===== config.mk =====
export PLATFORM = sky130hd
export DESIGN_NAME = ysyx_23060191_trap_ctrl
export DESIGN_NICKNAME = d
export VERILOG_FILES = /design/src/rtl/ysyx_23060191_trap_ctrl_pkg.sv /design/src/rtl/ysyx_23060191_trap_ctrl.sv
export SDC_FILE = /design/constraint.sdc
export NUM_CORES = 1
export LEC_CHECK = 0
export CAP_MARGIN = 15
export CORE_MARGIN = 4
export CORE_UTILIZATION = 40
export CTS_CLUSTER_SIZE = 25
export DETAILED_ROUTE_END_ITERATION = 6
export PLACE_DENSITY = 0.82
export SYNTH_ARGS = -nofsm -noshare
export SYNTH_HDL_FRONTEND = slang
export SYNTH_SLANG_ARGS = --single-unit

===== constraint.sdc =====
create_clock -name clk -period 2 [get_ports clk]
set_input_delay 0.4 -clock clk [delete_from_list [all_inputs] [get_ports clk]]
set_output_delay 0.4 -clock clk [all_outputs]
set_load 0.02 [all_outputs]

===== src/rtl/ysyx_23060191_trap_ctrl_pkg.sv =====
// Shared constants for the M-mode trap/return sequencer.
// This file holds the CSR addresses it touches, the mstatus bit positions
// and the 3-bit FSM state encodings.
package ysyx_23060191_trap_ctrl_pkg;

    localparam int CPU_WIDTH = 32;

    localparam logic [11:0] CSR_MSTATUS = 12'h300;
    localparam logic [11:0] CSR_MTVEC   = 12'h305;
    localparam logic [11:0] CSR_MEPC    = 12'h341;
    localparam logic [11:0] CSR_MCAUSE  = 12'h342;

    localparam int MSTATUS_MIE    = 3;
    localparam int MSTATUS_MPIE   = 7;
    localparam int MSTATUS_MPP_LO = 11;
    localparam int MSTATUS_MPP_HI = 12;

    localparam logic [2:0] ST_IDLE     = 3'd0;
    localparam logic [2:0] ST_T_EPC    = 3'd1;
    localparam logic [2:0] ST_T_CAUSE  = 3'd2;
    localparam logic [2:0] ST_T_STATUS = 3'd3;
    localparam logic [2:0] ST_T_VEC    = 3'd4;
    localparam logic [2:0] ST_R_STATUS = 3'd5;
    localparam logic [2:0] ST_R_EPC    = 3'd6;

endpackage


===== src/rtl/ysyx_23060191_trap_ctrl.sv =====
// Trap/return sequencer for the M-mode CSR file.
// It owns the CSR file's single write port. In IDLE the port passes CSR-instruction
// writes straight through. An ecall runs a microsequence that saves mepc and mcause,
// rewrites mstatus and redirects fetch to mtvec. An mret runs one that rewrites
// mstatus and redirects fetch to mepc.
//
// Ports:
//   clk, rst_n                         clock, async active-low reset
//   trap_req/trap_cause/trap_pc        ecall request, cause and pc (sampled with trap_ack)
//   mret_req                           mret request
//   inst_csr_wen/waddr/wdata           CSR-instruction write request
//   csr_rdata                          combinational CSR read data at csr_raddr
//   trap_ack, mret_ack                 one-cycle accept pulses
//   inst_csr_ready                     CSR-instruction write committed this cycle
//   csr_wen/waddr/wdata, csr_raddr     CSR file port
//   redirect_valid, redirect_pc        one-cycle fetch redirect
//   stall                              hold the pipeline while busy or requesting
//
// state     | meaning
// IDLE      | passthrough of CSR-instruction writes, sample trap/mret requests
// T_EPC     | write mepc with captured pc
// T_CAUSE   | write mcause with captured cause
// T_STATUS  | write mstatus: MPIE=MIE, MIE=0, MPP=M
// T_VEC     | redirect to mtvec (direct mode), no write
// R_STATUS  | write mstatus: MIE=MPIE, MPIE=1, MPP=M
// R_EPC     | redirect to mepc, no write
module ysyx_23060191_trap_ctrl
    import ysyx_23060191_trap_ctrl_pkg::*;
#(
    parameter int XLEN = CPU_WIDTH
) (
    input  logic            clk,
    input  logic            rst_n,
    input  logic            trap_req,
    input  logic [XLEN-1:0] trap_cause,
    input  logic [XLEN-1:0] trap_pc,
    input  logic            mret_req,
    input  logic            inst_csr_wen,
    input  logic [11:0]     inst_csr_waddr,
    input  logic [XLEN-1:0] inst_csr_wdata,
    input  logic [XLEN-1:0] csr_rdata,
    output logic            trap_ack,
    output logic            mret_ack,
    output logic            inst_csr_ready,
    output logic            csr_wen,
    output logic [11:0]     csr_waddr,
    output logic [XLEN-1:0] csr_wdata,
    output logic [11:0]     csr_raddr,
    output logic            redirect_valid,
    output logic [XLEN-1:0] redirect_pc,
    output logic            stall
);

    function automatic logic [XLEN-1:0] mstatus_on_trap(input logic [XLEN-1:0] v);
        logic [XLEN-1:0] r;
        r = v;
        r[MSTATUS_MPIE] = v[MSTATUS_MIE];
        r[MSTATUS_MIE]  = 1'b0;
        r[MSTATUS_MPP_HI:MSTATUS_MPP_LO] = 2'b11;
        return r;
    endfunction

    function automatic logic [XLEN-1:0] mstatus_on_mret(input logic [XLEN-1:0] v);
        logic [XLEN-1:0] r;
        r = v;
        r[MSTATUS_MIE]  = v[MSTATUS_MPIE];
        r[MSTATUS_MPIE] = 1'b1;
        r[MSTATUS_MPP_HI:MSTATUS_MPP_LO] = 2'b11;
        return r;
    endfunction

    logic [2:0]      state;
    logic [2:0]      state_nxt;
    logic [XLEN-1:0] cap_cause;
    logic [XLEN-1:0] cap_pc;
    logic            cap_en;

    always_ff @(posedge clk or negedge rst_n) begin
        if (!rst_n) begin
            state     <= ST_IDLE;
            cap_cause <= '0;
            cap_pc    <= '0;
        end else begin
            state <= state_nxt;
            if (cap_en) begin
                cap_cause <= trap_cause;
                cap_pc    <= trap_pc;
            end
        end
    end

    always_comb begin
        state_nxt      = state;
        cap_en         = 1'b0;
        trap_ack       = 1'b0;
        mret_ack       = 1'b0;
        inst_csr_ready = 1'b0;
        csr_wen        = 1'b0;
        csr_waddr      = '0;
        csr_wdata      = '0;
        csr_raddr      = '0;
        redirect_valid = 1'b0;
        redirect_pc    = '0;
        stall          = (state != ST_IDLE) | trap_req | mret_req;

        case (state)
            ST_IDLE: begin
                if (trap_req) begin
                    trap_ack  = 1'b1;
                    cap_en    = 1'b1;
                    state_nxt = ST_T_EPC;
                end else if (mret_req) begin
                    mret_ack  = 1'b1;
                    state_nxt = ST_R_STATUS;
                end else begin
                    inst_csr_ready = 1'b1;
                    csr_wen        = inst_csr_wen;
                    csr_waddr      = inst_csr_waddr;
                    csr_wdata      = inst_csr_wdata;
                end
            end
            ST_T_EPC: begin
                csr_wen   = 1'b1;
                csr_waddr = CSR_MEPC;
                csr_wdata = cap_pc;
                state_nxt = ST_T_CAUSE;
            end
            ST_T_CAUSE: begin
                csr_wen   = 1'b1;
                csr_waddr = CSR_MCAUSE;
                csr_wdata = cap_cause;
                state_nxt = ST_T_STATUS;
            end
            ST_T_STATUS: begin
                csr_raddr = CSR_MSTATUS;
                csr_wen   = 1'b1;
                csr_waddr = CSR_MSTATUS;
                csr_wdata = mstatus_on_trap(csr_rdata);
                state_nxt = ST_T_VEC;
            end
            ST_T_VEC: begin
                // Direct mode only: the low two mode bits never reach the target.
                csr_raddr      = CSR_MTVEC;
                redirect_valid = 1'b1;
                redirect_pc    = {csr_rdata[XLEN-1:2], 2'b00};
                state_nxt      = ST_IDLE;
            end
            ST_R_STATUS: begin
                csr_raddr = CSR_MSTATUS;
                csr_wen   = 1'b1;
                csr_waddr = CSR_MSTATUS;
                csr_wdata = mstatus_on_mret(csr_rdata);
                state_nxt = ST_R_EPC;
            end
            ST_R_EPC: begin
                csr_raddr      = CSR_MEPC;
                redirect_valid = 1'b1;
                redirect_pc    = csr_rdata;
                state_nxt      = ST_IDLE;
            end
            default: state_nxt = ST_IDLE;
        endcase

        // While reset is asserted every output must read 0, including the
        // combinational passthrough and the request-driven stall.
        if (!rst_n) begin
            cap_en         = 1'b0;
            trap_ack       = 1'b0;
            mret_ack       = 1'b0;
            inst_csr_ready = 1'b0;
            csr_wen        = 1'b0;
            csr_waddr      = '0;
            csr_wdata      = '0;
            csr_raddr      = '0;
            redirect_valid = 1'b0;
            redirect_pc    = '0;
            stall          = 1'b0;
        end
    end

endmodule


* Yosys cells after proc, flatten, opt, wreduce, memory -nomap -nowiden
Index checks and enable logic that the tools add are counted.
Word-level totals: flip-flop bits (word level) 67, input bits 145, output and inout port bits 94, word-level logic and storage cells 50
Cells by class: eq/ne operators 7, mux-type cells 33, bitwise operators 2, reductions and logical operators 5
Operators by type and width (number):
- $pmux 32 s5 | 1
- $mux 32 | 4
- $pmux 32 s2 | 1
- $mux 12 | 4
- $pmux 12 s4 | 1
- $pmux 10 s3 | 1
- $mux 1 | 17
- $pmux 3 s5 | 1
- $eq 3x3->1 const B | 3
- $eq 3x2->1 const B | 2
- $mux 3 | 2
- $reduce_or 2->1 | 2
- $reduce_or 4->1 | 1
- $eq 3x1->1 const B | 1
- $logic_not 3->1 | 1
- $ne 3x3->1 const B | 1
- $reduce_bool 3->1 | 1
- $or 1x1->1 | 2
- $pmux 1 s2 | 1

* Longest topological paths before layout
Gate-level depths: netlist of run 1.
depth after elaboration 4, mapped depth 7, mapped depth without buffers 3

* Worst setup path after synthesis of run 1
Ideal clock, no wire load.
kind reg-to-output, start register state[0], end output port csr_wen, arrival time 1.505 ns, required time 1.600 ns, setup slack 0.095 ns, cell stages (with the launch flop) 7, path buffers 3, cells stage by stage dfrtp_1 > buf_2 > nor3_2 > buf_4 > buf_6 > nand3_1 > a21oi_1
On the way: cells in the longest elaborated chain, start to end 4, elaborated cells between the ends (all ways) 8, classes of those cells eq/ne (4); mux (2); reduce/logical (2)
Ends and longest elaborated chain:
- from (decl) | RTL line ysyx_23060191_trap_ctrl.sv:72 | logic [2:0] state;
- from (signal assigned) | RTL line ysyx_23060191_trap_ctrl.sv:84 | state <= state_nxt;
- $eq 3x3->1, or another cell as far along | RTL line ysyx_23060191_trap_ctrl.sv:106 | case (state)
- $reduce_or 4->1 (no line)
- $pmux 1 s2 * | RTL line ysyx_23060191_trap_ctrl.sv:106
- $mux 1 * | RTL line ysyx_23060191_trap_ctrl.sv:166 | if (!rst_n) begin
- to (decl) | RTL line ysyx_23060191_trap_ctrl.sv:45 | output logic csr_wen,
Every way passes the cells marked *; elsewhere a longest branch is shown, timed or not.

* Final worst setup path of run 1
start register state[0], end output port csr_wdata[30]
On the way: cells in the longest elaborated chain, start to end 3, elaborated cells between the ends (all ways) 7, classes of those cells eq/ne (4); mux (2); reduce/logical (1)
Ends and longest elaborated chain:
- $eq 3x3->1, or another cell as far along | RTL line ysyx_23060191_trap_ctrl.sv:106
- $pmux 32 s5 * | RTL line ysyx_23060191_trap_ctrl.sv:106
- $mux 32 * | RTL line ysyx_23060191_trap_ctrl.sv:166
- to (decl) | RTL line ysyx_23060191_trap_ctrl.sv:47 | output logic [XLEN-1:0] csr_wdata,
Marked as above.

==> out/results.ini, run 1 <==
[worst_hold_path]
hold_path.class=primary input to async pin

[timing]
slew_viol_final=0
rsz0062_at_grt=true
postLayoutSetupSlackWorst_ps=-307
fin_crit_sh=1.15
setup_violations=84
min_period_ps=2310
fin_skew_ps=9.90
fmax_mhz=433
hold_viol_final=0
setup-tns-final_ps=-16120

[power]
power_density_mw_per_mm2=1270
leakagePower_nw=3.69
irDropWorstVdd_mv=0.826

[clocking]
htreeDepth=3
cts_buffers=9
clk_latency_ps=340
clockBufferDepth=2
ctsHoldBuffers=0
clkTransAtPathRegs_ps=80
tritoncts=yes
clock_sinks=67
cts_root_buffer=clkbuf_8

[finish]
instances_no_fill=828
drive_gt1_frac=0.475
fin_util=0.753
areaGrowthSynthToFinish_pct=83.0
layout.nets=828
diodes=0

[drt]
drtAntennaViolNets=0
vias=4638
wl_um=18600
first_iter_violations=259
firstDrtPassIters=4
avgRoutedWirePerCell_um=22.5
drc_errors=0
drt-vias-per-instance=5.60

[floorplanning]
die_h_um=114
start_util=0.412
io_pins=239
num_rows=38
die_w_um=114
core_area_mm2=0.0109
die_area_mm2=0.0130

[status]
status=complete, but fails checks
violations=negative setup slack

[synth]
synthArstFlopShare=1.00
seq_area_frac_synth=0.374
synth_ff_type=dfrtp_1
synth_mux_area_frac=0.275
syn_avg_cell_area_um2=11.3
synth_xor_area_frac=0.00195
synth-warning-count=0
synth_compound_gate_area_share=0.175
yosys.cell_types.count=34
synthSimpleGateAreaFrac=0.0971
synth_edf_count=0
synth_adder_area_share=0
synth_area_mm2=0.00448
synth_top_family_by_area=multiplexers
ys_seq_elements=67
syn_inst=396

[place]
gp_congestion=0.885
dp_slack_ps=-731
dp.cells=793
place.port_buffers=231
place_hpwl_um=12600

[worst_setup_path]
path_buf_inv=4
reg2reg_slack_ps=120
cp_max_fo=8
rr_worst_depth=6
worstReg2RegStart=state[1]
worst_ep_required_time_ps=1600
path_class=flop to output pin
slowest_stage=dfrtp_2
critPathMaxStageDelay_ps=470
crit_family=buffers and inverters
crit_chain=buf_6 -> nor3_4 -> buf_6 -> buf_12 -> a32oi_1 -> a21oi_1 -> buf_4
cp-start-kind=flop
cp_common_cell=buf_6
worstReg2RegEnd=cap_cause[4]
worstSetupEndpointType=output pin
cp_data_arrival_time_ps=1910

[global_routing]
grt_use_total=0.263
grt_pass1_vias=4921
overflow=0
grt_max_degree=28
grt_pass1_wl_um=26600
antenna_found_initial=1

[run]
drv_cap=0

[how the worst max path moves through the flow]
stage,startpoint,endpoint,slack [ps],cells past startpoint
after detailed placement,trap_req,csr_wdata[19],-730,6
after global placement,trap_req,csr_waddr[6],-660,6
final,state[0],csr_wdata[30],-310,7
after floorplan,state[0],csr_wen,90,6
after CTS,state[0],csr_wdata[0],-260,6
after global routing,state[0],csr_wdata[30],-370,7
[final cells by class]
cell class | count | area (µm²)
multi-input combinational | 278 | 2840
clock buffer | 11 | 131
sequential | 67 | 1680
clock inverter | 5 | 77.6
fill | 725 | 2690
tap | 140 | 175
inverter | 3 | 11.3
timing repair buffer | 324 | 3290
[cell usage after synthesis (3+ instances only)]
cell type,instances,area (µm²)
a21oi_1,33,165
a32oi_1,58,508
and3_1,5,31.3
buf_4,13,97.6
mux2_1,44,495
dfrtp_1,67,1680
nand2_1,4,15.0
nor2b_1,4,25.0
mux2_4,49,736
nor2_1,4,15.0
a21boi_1,3,22.5
and2_1,39,244
buf_6,7,78.8
nand3_1,7,35.0
and3b_1,3,26.3
buf_2,22,110
clkbuf_1,12,45.0
[through the flow]
stage          power [mW]  area (µm²)  hold WS [ps]
6_report             10.4        8200           103
5_1_grt              10.9        8200           107
4_1_cts              9.74        7820          90.0
3_5_place_dp         8.08        7390           461
3_3_place_gp         7.90        7390           452
2_1_floorplan        5.69        4510           104
[cells by family after synthesis]
logic type | Yosys count
AO/OA/AOI/OAI | 106
buffers and inverters | 57
flip-flops | 67
multiplexers | 93
other | 1
XOR/XNOR | 1
AND/OR/NAND/NOR | 71
[power by group]
group | switching (mW) | internal, mW
clock network | 0.545 | 0.700
registers | 0.494 | 2.05
logic | 3.02 | 3.60
[metal layers]
metal	wire, µm	vias up	GRT usage
li1	-	2061	-
met1	7140	2266	0.324
met2	9280	263	0.455
met3	1610	46	0.0525
met4	554	2	0.0974
met5	12	-	0
[registers in the layout, indices dropped and copies added (netlist names)]
signal,flops
cap_cause,32
cap_pc,32
state,3
[cells in the final DEF (no fill, tap or decap), types with 3 or more instances in the layout]
| cell | netlist | final |
|---|---|---|
| and2_4 | 0 | 26 |
| buf_12 | 0 | 15 |
| nand2_1 | 4 | 3 |
| a21oi_1 | 33 | 28 |
| nor2_1 | 4 | 3 |
| dfrtp_1 | 67 | 64 |
| a32oi_2 | 0 | 19 |
| buf_16 | 0 | 3 |
| a21oi_2 | 0 | 5 |
| clkdlybuf4s50_1 | 0 | 141 |
| mux2_1 | 44 | 35 |
| mux2_4 | 49 | 58 |
| buf_4 | 13 | 96 |
| clkbuf_8 | 0 | 9 |
| and2_1 | 39 | 13 |
| dfrtp_2 | 0 | 3 |
| a32oi_1 | 58 | 39 |
| and3_4 | 0 | 4 |
| buf_6 | 7 | 64 |
| nand3_1 | 7 | 4 |
| conb_1 | 1 | 7 |
| inv_2 | 2 | 3 |
[timing repair]
action,in CTS,in global routing
pin swaps,35,33
setup endpoints to repair,87,117
resized for setup,506,91
cloned,3,2
buffers inserted,10,7
(Power assumes the default switching activity.)
==> run 2: changes to the inputs <==
Settings changed: GPL_ROUTABILITY_DRIVEN set to 0.
==> out/results.ini, run 2 (same netlist as run 1, synthesis figures left out) <==
[timing]
slew_viol_final=0  ; unchanged
min_period_ps=2270  ; -40.8 ps
setup_violations=84  ; unchanged
hold_viol_final=0  ; unchanged
setup-tns-final_ps=-17260  ; -1150 ps
fmax_mhz=441  ; +1.8%
fin_skew_ps=6.34  ; -3.56 ps
postLayoutSetupSlackWorst_ps=-266  ; +40.8 ps
rsz0062_at_grt=true
fin_crit_sh=1.13  ; -0.0204

[finish]
reg_top3=cap_cause (32), cap_pc (32), state (3)
n_fill_cell=712  ; -1.8%
diodes=0  ; unchanged
areaGrowthSynthToFinish_pct=82.6
final_cell_mix=clkdlybuf4s50_1 (141), buf_4 (114), dfrtp_1 (64), mux2_4 (57), a32oi_1 (40)
layout.nets=831  ; +0.36%
layout_commonest_cell=clkdlybuf4s50_1
drive_gt1_frac=0.467  ; -0.00862

[clocking]
clock_sinks=67  ; unchanged
htreeDepth=3  ; unchanged
clockBufferDepth=2  ; unchanged
cts_buffers=9  ; unchanged
tritoncts=yes
cts_root_buffer=clkbuf_8
clkTransAtPathRegs_ps=80  ; about the same
ctsHoldBuffers=0  ; unchanged
clk_latency_ps=340  ; about the same

[drt]
vias=4677  ; +0.84%
drt-vias-per-instance=5.63  ; +0.60%
first_iter_violations=266  ; +2.7%
firstDrtPassIters=4  ; unchanged
avgRoutedWirePerCell_um=22.8  ; +1.6%
drc_errors=0  ; unchanged
drtAntennaViolNets=0  ; unchanged
wl_um=18900  ; +1.9%

[floorplanning]
die_h_um=114  ; unchanged
num_rows=38  ; unchanged
die_w_um=114  ; unchanged
die_area_mm2=0.0130  ; unchanged
io_pins=239  ; unchanged
start_util=0.412  ; unchanged
core_area_mm2=0.0109  ; unchanged

[run]
drv_cap=0  ; unchanged

[power]
irDropWorstVdd_mv=0.661  ; -20%
leakagePower_nw=3.63  ; -1.6%
p_int_mw=6.13  ; -3.4%
power_frac_seq=0.249  ; +0.005
p_comb_frac=0.655  ; +0.019
p_switching_mw=4.17  ; +2.7%
p_clk_frac=0.096  ; -0.024
power_density_mw_per_mm2=1260  ; -0.80%
swShare=0.405  ; +0.0147

[worst_setup_path]
rr_worst_depth=7  ; +1
cp_max_fo=9  ; +1
worstReg2RegStart=state[2]
path_class=flop to output pin
worstReg2RegEnd=cap_cause[24]
worstSetupEndpointType=output pin
worst_ep_required_time_ps=1600  ; about the same
startpoint=state[0]
endpoint=csr_wdata[16]
cp_data_arrival_time_ps=1870  ; -40 ps
cp-start-kind=flop
reg2reg_slack_ps=40  ; -80 ps

[place]
place_hpwl_um=12500  ; -0.49%
dp_slack_ps=-750  ; -18.8 ps
place.port_buffers=231  ; unchanged

[global_routing]
grt_pass1_vias=5014  ; +1.9%
antenna_found_initial=0  ; -1
grt_use_total=0.264  ; +0.000636
grt_pass1_wl_um=26700  ; +0.39%
grt_max_degree=42  ; +50%
overflow=0  ; unchanged

[worst_hold_path]
hold_path.class=primary input to async pin

[status]
violations=negative setup slack
status=complete, but fails checks

-- run 2: how the worst min path moves through the flow --
stage / to / slack, ps / cells after the start
after floorplan: cap_cause[0] / 100 / 0
after global placement: cap_pc[12] / 390 / 2
after detailed placement: cap_pc[12] / 380 / 2
after CTS: cap_pc[12] / 8 / 2
after global routing: state[2] / 30 / 2
final: cap_pc[12] / 20 / 2
-- run 2: timing repair --
action / in CTS / in global routing
buffers inserted: 17 / 5
setup endpoints to repair: 87 / 88
pin swaps: 16 / 55
gates resized for setup: 463 / 89
cloned: 5 / 5
-- run 2: per-layer routing --
layer | GRT usage | wire length (µm) | part of all wire
met1 | 0.322 | 7120 | 0.38
met2 | 0.456 | 9800 | 0.52
met3 | 0.0499 | 1450 | 0.077
met4 | 0.108 | 583 | 0.031
met5 | 0 | 0 | 0
-- run 2: area by class of cell --
class / count / area [µm²] / share of cell area
Clock buffer: 12 / 145 / 0.0177
Multi-Input combinational cell: 278 / 2870 / 0.350
Sequential cell: 67 / 1680 / 0.205
Inverter: 3 / 11.3 / 0.00138
Tap cell: 140 / 175 / 0.0214
Timing Repair Buffer: 327 / 3290 / 0.402
Clock inverter: 3 / 15.0 / 0.00183
-- run 2: worst max-delay path, cell delays in order (launching register included) --
cell,delay [ps]
dfrtp_2,510
nor2b_4,240
buf_6,160
buf_12,140
a32oi_1,120
a21oi_2,180
buf_4,160
-- run 2: through the flow --
stage / instance area (µm²) / total power [mW] / hold slack, ps / std cells / utilization
after floorplan: 4510 / 5.69 / 104 / 402 / -
after global placement: 7320 / 7.85 / 385 / 789 / 0.672
after detailed placement: 7320 / 8.04 / 384 / 789 / 0.672
after CTS: 7730 / 9.53 / 8.33 / 825 / 0.710
after global routing: 8180 / 10.8 / 26.9 / 830 / 0.752
final: 8180 / 10.3 / 21.2 / 830 / 0.752
-- run 2: power groups by stage --
stage | Clock [mW] | Combinational (mW) | Sequential (mW)
after CTS | 1.00 | 6.01 | 2.52
after detailed placement | 0 | 5.53 | 2.52
after floorplan | 0 | 3.38 | 2.31
after global routing | 1.08 | 7.08 | 2.65
final | 0.988 | 6.74 | 2.57
after global placement | 0 | 5.38 | 2.47
